<file path="src/rtl/rect_fill_engine.sv">
// Rectangle rasterizer: walks a clipped box one pixel per enabled clock and drives the VGA plot strobe.
// Latency: first pixel one cycle after the latch edge, then one pixel per enabled cycle; done one cycle after the last pixel.
// Backpressure: iEnable low freezes everything and masks oPlot/oDone; iReq low mid-draw aborts to IDLE without done.
module rect_fill_engine #(
  parameter int X_SCREEN_PIXELS = 320,
  parameter int Y_SCREEN_PIXELS = 240,
  localparam int XW = $clog2(X_SCREEN_PIXELS) + 1,
  localparam int YW = $clog2(Y_SCREEN_PIXELS) + 1
) (
  input  logic          iClock,
  input  logic          iResetn,
  input  logic          iEnable,
  input  logic          iReq,
  input  logic [XW-1:0] iX0,
  input  logic [YW-1:0] iY0,
  input  logic [XW-1:0] iWidth,
  input  logic [YW-1:0] iHeight,
  input  logic [2:0]    iColour,
  output logic [XW-1:0] oX,
  output logic [YW-1:0] oY,
  output logic [2:0]    oColour,
  output logic          oPlot,
  output logic          oBusy,
  output logic          oDone
);

  typedef enum logic [1:0] {IDLE, DRAW, DONE, HOLD} state_t;

  localparam logic [XW-1:0] X_MAX = XW'(X_SCREEN_PIXELS);
  localparam logic [YW-1:0] Y_MAX = YW'(Y_SCREEN_PIXELS);

  state_t        state_q, state_d;
  logic [XW-1:0] x0_q, w_q, cx_q;
  logic [YW-1:0] y0_q, h_q, cy_q;
  logic [2:0]    col_q;

  // Origin range check comes first; the remaining-span subtraction is only
  // meaningful (non-wrapping) when the origin is on screen.
  logic          x_oob, y_oob, empty;
  logic [XW-1:0] rem_x, clip_w;
  logic [YW-1:0] rem_y, clip_h;
  logic          last_col, last_row;

  assign x_oob    = (iX0 >= X_MAX);
  assign y_oob    = (iY0 >= Y_MAX);
  assign rem_x    = X_MAX - iX0;
  assign rem_y    = Y_MAX - iY0;
  assign clip_w   = (iWidth < rem_x) ? iWidth : rem_x;
  assign clip_h   = (iHeight < rem_y) ? iHeight : rem_y;
  assign empty    = x_oob || y_oob || (clip_w == '0) || (clip_h == '0);
  assign last_col = (cx_q == w_q - XW'(1));
  assign last_row = (cy_q == h_q - YW'(1));

  // Next-state decode; abort on a dropped request takes priority over completion.
  always_comb begin
    state_d = state_q;
    case (state_q)
      IDLE:    if (iReq) state_d = empty ? DONE : DRAW;
      DRAW: begin
        if (!iReq)                    state_d = IDLE;
        else if (last_col && last_row) state_d = DONE;
      end
      DONE:    state_d = iReq ? HOLD : IDLE;
      HOLD:    if (!iReq) state_d = IDLE;
      default: state_d = IDLE;
    endcase
  end

  // State register; only enabled edges move the FSM.
  always_ff @(posedge iClock or negedge iResetn) begin
    if (!iResetn)     state_q <= IDLE;
    else if (iEnable) state_q <= state_d;
  end

  // Capture origin, colour and clipped size on the accepting edge; later operand changes are ignored.
  always_ff @(posedge iClock or negedge iResetn) begin
    if (!iResetn) begin
      x0_q  <= '0;
      y0_q  <= '0;
      w_q   <= '0;
      h_q   <= '0;
      col_q <= '0;
    end else if (iEnable && (state_q == IDLE) && iReq) begin
      x0_q  <= iX0;
      y0_q  <= iY0;
      w_q   <= clip_w;
      h_q   <= clip_h;
      col_q <= iColour;
    end
  end

  // Raster counters, X fastest; held at zero outside DRAW so every draw starts at the origin.
  always_ff @(posedge iClock or negedge iResetn) begin
    if (!iResetn) begin
      cx_q <= '0;
      cy_q <= '0;
    end else if (iEnable) begin
      if (state_q != DRAW) begin
        cx_q <= '0;
        cy_q <= '0;
      end else if (last_col) begin
        cx_q <= '0;
        cy_q <= cy_q + YW'(1);
      end else begin
        cx_q <= cx_q + XW'(1);
      end
    end
  end

  // Outputs are decodes of registered state; strobes are masked while frozen.
  assign oX      = x0_q + cx_q;
  assign oY      = y0_q + cy_q;
  assign oColour = col_q;
  assign oBusy   = (state_q == DRAW);
  assign oPlot   = (state_q == DRAW) && iEnable;
  assign oDone   = (state_q == DONE) && iEnable;

endmodule

</file>
<file path="config.mk">
export PLATFORM = sky130hd
export DESIGN_NAME = rect_fill_engine
export DESIGN_NICKNAME = d
export VERILOG_FILES = /design/src/rtl/rect_fill_engine.sv
export SDC_FILE = /design/constraint.sdc
export NUM_CORES = 1
export LEC_CHECK = 0
export ABC_CLOCK_PERIOD_IN_PS = 2800
export CAP_MARGIN = 15
export CORE_MARGIN = 10
export CORE_UTILIZATION = 45
export DETAILED_ROUTE_END_ITERATION = 12
export PLACE_DENSITY = 0.68
export SLEW_MARGIN = 20
export SYNTH_ARGS = -nofsm -noshare
export SYNTH_HDL_FRONTEND = slang
export SYNTH_SLANG_ARGS = --single-unit
</file>
<file path="constraint.sdc">
create_clock -name iClock -period 2.8 [get_ports iClock]
set_input_delay 0.56 -clock iClock [delete_from_list [all_inputs] [get_ports iClock]]
set_output_delay 0.56 -clock iClock [all_outputs]
set_load 0.1 [all_outputs]
</file>
==> qor.txt, run 1 <==
Outcome: finished with violations
Violated checks: negative setup slack
Boundary pin count: 70
Max-cap violations: 0
Non-Filler Instances: 941
Vias: 5144
Register area share after synthesis: 30.7%
Vias per inst: 5.47
Period minus WS final: 3.13 ns
Rows: 38
Final net count: 885
Syn. warnings: 0
DRC: 0
Global-route wire length before repair: 25400 um
Port buffer count: 69
FF-to-FF Start: w_q[0]$_DFFE_PN0P_
R2R depth: 10
Synth cell types: 68
Final non-filler cell area: 0.00770 mm2
Crit Reg-Reg Endpoint: cx_q[5]$_DFFE_PN0P_
Reg2reg setup slack: 0.17 ns
Die Width: 126 um
Power Dens Cells: 919 mW/mm2
Share of cells above drive strength 1: 31.2%
Syn Area/Cell: 8.16 um2
Layout area overhead: 52.5%
Hold Crit Class: input pin to asynchronous set/reset pin
Clock Path Buffers: 2
Synth Cell Area: 0.00505 mm2
RSZ-0062 raised after global routing: yes
Vias in the first global route: 5083
Dpl hpwl: 12400 um
TritonCTS Sinks: 62
Core area: 0.0109 mm2
Post-synth top flop: dfrtp_1
Endpoint kind of the worst setup timing path: register
Max Clock Skew: 0.00692 ns
DP Worst Slack: -1.09 ns
Wire per inst: 16.8 um
DIE AREA: 0.0159 mm2
CP bufs+invs: 3
Clock latency on the worst-skew pair: 0.33 ns
Slew of the pin with the lowest slew margin: 0.600 ns
Slew margin rel.: 59.5%
Antenna diodes: 0
CTS Hold Buffers Added: 0
Placed cell count: 914
Die H: 126 um
Top cell type's share of synthesized area: 30.7%
Syn Nets: 706
Setup Total Neg Slack: -3.51 ns
Pins Over Slew Limit: 0
Gr usage total: 19.1%
#FFs+latches synth: 62
Clk pin slew, worst setup/hold paths: 0.05 ns
Num CTS Buffers: 9
GR Overflow Total: 0
Final period utilization: 112%
Synth async-reset ratio: 100%
Count leader, synth: nand2_1
Crit start category: input pin
Initial antenna violation count: 0
Drt initial violations: 365
CP Cell Sequence: buf_12 > inv_12 > ha_4 > nand2b_4 > or4_4 > buf_4 > xor2_1 > ha_1 > nand4_1 > a211oi_2 > a2111o_1 > or2_4 > nor3_4 > nor3_1 > a311oi_1
Worst VDD drop: 0.00141 V
Finished Core Util: 70.5%
Area after DPL: 0.00707 mm2
Crit-path max FO: 3
Worst path top cell family by delay: simple AND/OR/NAND/NOR gates
Most common library cells after synthesis: nand2_1, dfrtp_1, inv_1
Fin Hold WS: 0.230 ns
Final Power: 7.08 mW
H-tree depth: 3
Final setup violating endpoints: 18
CP max-delay cell: or4_4
Gpl congestion: 0.887
Number of synthesized flops with an enable pin: 0
Total Routed Length: 15800 um
Top cell type by total area after synthesis: dfrtp_1
Root buf cell: clkbuf_16
Worst Path Required: 3.04 ns
Leakage Power: 3.62 nW
Final worst slack: -0.328 ns
CTS tree: built
Final hold violation count: 0
Initial core utilization: 46.2%
CP max stage delay: 0.43 ns
Crit Path Class: input pin to register
Top post-synthesis cells by area: dfrtp_1, ha_1, nand2_1
Largest net degree at the start of global routing: 41
Mapped Cells: 619
Antenna-violating nets left: 0
Detailed Routing Iterations Pass 1: 5
Peak Freq: 320 MHz
Worst endpoint data arrival time: 3.37 ns
-- timing repair --
action | in CTS | in global routing
setup buffers | 11 | 7
endpoints found under the hold margin | 0 | 0
gates resized for setup | 57 | 39
endpoints found under the setup margin | 28 | 44
pin swaps | 40 | 42
-- cells by family after synthesis --
kind of cell               count (synthesis)  share of synthesized area [%]
buffers and inverters                     66                           5.33
and+or+nand+nor                          256                           24.2
DFF                                       62                           30.7
AOI/OAI and AO/OA                        122                           16.4
xor gates and xnor gates                  57                           9.88
adders and majority gates                 42                           10.7
muxes                                     14                           2.80
-- power breakdown --
part | total, mW | leakage, nW | switching (mW) | internal [mW]
sequential | 1.55 | 0.797 | 0.357 | 1.20
combinational | 4.49 | 2.69 | 2.79 | 1.70
clock | 1.03 | 0.138 | 0.373 | 0.659
-- metal layers --
layer	wire (um)	vias up	part of all wire, %	track usage (%)
met1	7390	2468	47	26.3
met4	102	0	0.65	5.09
li1	-	2535	-	-
met5	0	-	0	0
met3	745	8	4.7	3.98
met2	7540	133	48	29.8
-- worst reg2reg max path, cell delays in order, from the launching register on --
cell and delay (ns):
dfrtp_1 0.44, inv_1 0.09, ha_1 0.17, or4b_1 0.48
or3_1 0.36, a211oi_1 0.18, a31o_2 0.18, nand3_1 0.16
a21oi_4 0.20, buf_4 0.17, nor2_1 0.06
-- layout by cell type (no fill, tap or decap), types with 17 or more instances in the layout --
| cell type | n |
|---|---|
| dfrtp_1 | 62 |
| buf_4 | 120 |
| nand2_1 | 117 |
| buf_12 | 20 |
| nor2_1 | 36 |
| o21ai_0 | 22 |
| clkdlybuf4s50_1 | 32 |
| inv_1 | 33 |
| nor3_1 | 17 |
| ha_1 | 35 |
| xnor2_1 | 23 |
| xor2_1 | 21 |
| nand3_1 | 20 |
-- worst max path at each step --
stage	start	endpoint	depth (start not counted)
6_report	iX0[1]	state_q[1]$_DFFE_PN0P_	15
5_1_grt	iX0[1]	state_q[1]$_DFFE_PN0P_	16
4_1_cts	iX0[1]	state_q[0]$_DFFE_PN0P_	17
3_5_place_dp	iX0[1]	state_q[1]$_DFFE_PN0P_	17
3_3_place_gp	iX0[1]	state_q[0]$_DFFE_PN0P_	17
2_1_floorplan	cx_q[1]$_DFFE_PN0P_	oX[5]	6
-- cell type report --
cell class,count,area (um2)
Clock buffer,13,270
Tap cell,140,175
Fill cell,877,3230
Sequential cell,62,1550
Multi-Input combinational cell,491,3680
Timing Repair Buffer,192,1850
Clock inverter,1,5.00
Inverter,42,178
-- state kept, by name (all words and copies together) (netlist names) --
register,count
cx_q,10
h_q,9
w_q,10
y0_q,9
x0_q,10
cy_q,9
state_q,2
oColour,3
(Power assumes the default switching activity.)
==> run 2, diff against run 1 <==
Settings changed: PLACE_DENSITY 0.68 to 0.67, SLEW_MARGIN 20 to default.
==> run 2 against run 1 <==
  * The flow still finishes with violations (negative setup slack)
  * Sequential power hardly changed
  * Highest routed layer unchanged
  * Core utilization grew 1.4 points
  * Power rose by 3.1%
  * Flip-flop and latch count is the same
  * Via count is 3.9% higher
  * Clock-buffer cell count is 2 lower
  * Register-to-register slack worse by 0.12 ns
  * Cell count up 1.1%
==> qor.txt, run 2 (synthesized netlist as in run 1, its figures left out) <==
RSZ-0062 raised after global routing: yes
Die H: 126 um (unchanged)
FILL cells: 822 (-6.3%)
Core area: 0.0109 mm2 (unchanged)
Vias in the first global route: 5431 (+6.8%)
Crit Path Class: input pin to register
Final worst slack: -0.504 ns (-0.175 ns)
Slew of the pin with the lowest slew margin: 0.587 ns (-0.0137 ns)
Power Dens Cells: 929 mW/mm2 (+1.1%)
Final setup violating endpoints: 18 (unchanged)
Hold Crit Class: input pin to asynchronous set/reset pin
Vias: 5347 (+3.9%)
Leakage Power: 3.73 nW (+2.9%)
Sequential Power Share: 21.5% (-0.5 points)
Slew margin rel.: 60.4% (+0.92 points)
Reg2reg setup slack: 0.05 ns (-0.12 ns)
Sw Pwr: 3.57 mW (+1.3%)
Root buf cell: clkbuf_16
CTS tree: built
Max Clock Skew: 0.00645 ns (-0.000473 ns)
Outcome: finished with violations
Crit start category: input pin
H-tree depth: 3 (unchanged)
TritonCTS Sinks: 62 (unchanged)
Vias per inst: 5.62 (+2.9%)
Initial core utilization: 46.2% (unchanged)
Drt initial violations: 406 (+11%)
DRC: 0 (unchanged)
Max-cap violations: 0 (unchanged)
CP max stage delay: 0.54 ns (+0.11 ns)
Peak Freq: 303 MHz (-5.3%)
Clock Path Buffers: 2 (unchanged)
Boundary pin count: 70 (unchanged)
FF-to-FF Start: w_q[0]$_DFFE_PN0P_
Gpl congestion: 0.894 (+0.79%)
Final period utilization: 118% (+6.3 points)
Largest regs: cx_q (10), w_q (10), x0_q (10)
Endpoint kind of the worst setup timing path: register
Largest net degree at the start of global routing: 29 (-29%)
Crit Reg-Reg Endpoint: state_q[0]$_DFFE_PN0P_
Antenna diodes: 0 (unchanged)
Rows: 38 (unchanged)
Clk pin slew, worst setup/hold paths: 0.05 ns (about the same)
CP bufs+invs: 3 (unchanged)
Num CTS Buffers: 9 (unchanged)
Clock power frac: 16.5% (+1.9 points)
Antenna-violating nets left: 0 (unchanged)
Sw Share: 48.9% (-0.86 points)
Layout area overhead: 55.5%
Detailed Routing Iterations Pass 1: 5 (unchanged)
Total Routed Length: 16500 um (+4.7%)
CP max-delay cell: or4_4
Most common cell after layout, fill and taps aside: buf_4
GR Overflow Total: 0 (unchanged)
Gate power share: 62.0% (-1.5 points)
Non-Filler Instances: 951 (+1.1%)
CP Cell Sequence: buf_12 > inv_12 > ha_4 > nand2b_4 > or4_4 > a21oi_2 > xor2_1 > inv_1 > ha_4 > nand4_1 > a211oi_2 > a2111o_1 > or2_4 > nor3_4 > o31a_1 > o221ai_1
Clock latency on the worst-skew pair: 0.33 ns (about the same)
Die Width: 126 um (unchanged)
Finished Core Util: 71.8% (+1.4 points)
Pint: 3.73 mW (+4.8%)
Global-route wire length before repair: 26600 um (+4.7%)
Critical Path Most Common Cell: ha_4
Dpl hpwl: 12100 um (-2.0%)
Port buffer count: 69 (unchanged)
Placed cell count: 913 (-0.11%)
Gr usage total: 19.7% (+0.51 points)
Fin Hold WS: 0.157 ns (-0.0735 ns)
Worst VDD drop: 0.000908 V (-35%)
Most frequent cells in the layout: buf_4, nand2_1, dfrtp_1
Share of cells above drive strength 1: 32.9% (+1.7 points)
Period minus WS final: 3.30 ns (+0.175 ns)
Violated checks: negative setup slack
Wire per inst: 17.4 um (+3.6%)
DIE AREA: 0.0159 mm2 (unchanged)
Pins Over Slew Limit: 0 (unchanged)
DP Worst Slack: -1.16 ns (-0.0737 ns)
Final net count: 894 (+1.0%)
Worst path top cell family by delay: simple AND/OR/NAND/NOR gates
Worst Path Required: 2.99 ns (-0.05 ns)
Worst endpoint data arrival time: 3.49 ns (+0.12 ns)
Initial antenna violation count: 0 (unchanged)
Crit-path max FO: 3 (unchanged)
Final hold violation count: 0 (unchanged)
R2R depth: 10 (unchanged)
run 2: area by class of cell:
cell class	count	area, um2	share of cell area, %
multi-input cells	491	3730	47.5
repair buffers	201	1890	24.1
flip-flops and latches	62	1550	19.8
clock buffers	11	253	3.22
inverters	42	178	2.26
well taps	140	175	2.23
clock inverters	4	70.1	0.892
run 2: what timing repair did:
item,4_1_cts,5_1_grt
hold buffers,0,0
pin swaps,38,44
endpoints found under the setup margin,28,43
buffers inserted,22,10
cloned,0,0
resized for setup,49,53
run 2: worst max path at each step:
stage | slack, ns | cells after the start | from | endpoint
after floorplan | -0.41 | 6 | cx_q[1]$_DFFE_PN0P_ | oX[5]
after global placement | -0.98 | 17 | iX0[1] | state_q[0]$_DFFE_PN0P_
after detailed placement | -1.16 | 17 | iX0[1] | state_q[0]$_DFFE_PN0P_
after CTS | -0.48 | 17 | iX0[1] | state_q[0]$_DFFE_PN0P_
after global routing | -0.63 | 16 | iX0[1] | state_q[0]$_DFFE_PN0P_
final | -0.50 | 16 | iX0[1] | state_q[0]$_DFFE_PN0P_
run 2: power by group through the flow:
stage	clock network [mW]	registers (mW)	logic, mW
4_1_cts	1.22	1.55	4.40
3_3_place_gp	0	1.54	4.21
2_1_floorplan	0	1.55	2.87
3_5_place_dp	0	1.56	4.29
6_report	1.20	1.57	4.52
5_1_grt	1.25	1.61	4.80
run 2: metrics by stage:
stage | area [um2] | setup TNS [ns] | power (mW)
after floorplan | 5320 | -5.89 | 4.42
after global placement | 7050 | -15.95 | 5.75
after detailed placement | 7050 | -17.59 | 5.85
after CTS | 7660 | -5.83 | 7.17
after global routing | 7860 | -8.20 | 7.66
final | 7860 | -5.81 | 7.30
run 2: worst reg2reg max path, delay by kind of cell (launching register included):
| kind | cells | cell delay (ns) |
|---|---|---|
| adders and majority gates | 1 | 0.19 |
| buffers and inverters | 2 | 0.21 |
| DFF | 1 | 0.45 |
| and+or+nand+nor | 3 | 0.96 |
| AOI/OAI and AO/OA | 4 | 0.80 |
run 2: metal layers:
metal	share of wire, %	GRT usage (%)
met4	2.9	7.77
met5	0	0
met1	44	25.9
met2	48	31.3
met3	5.4	3.23
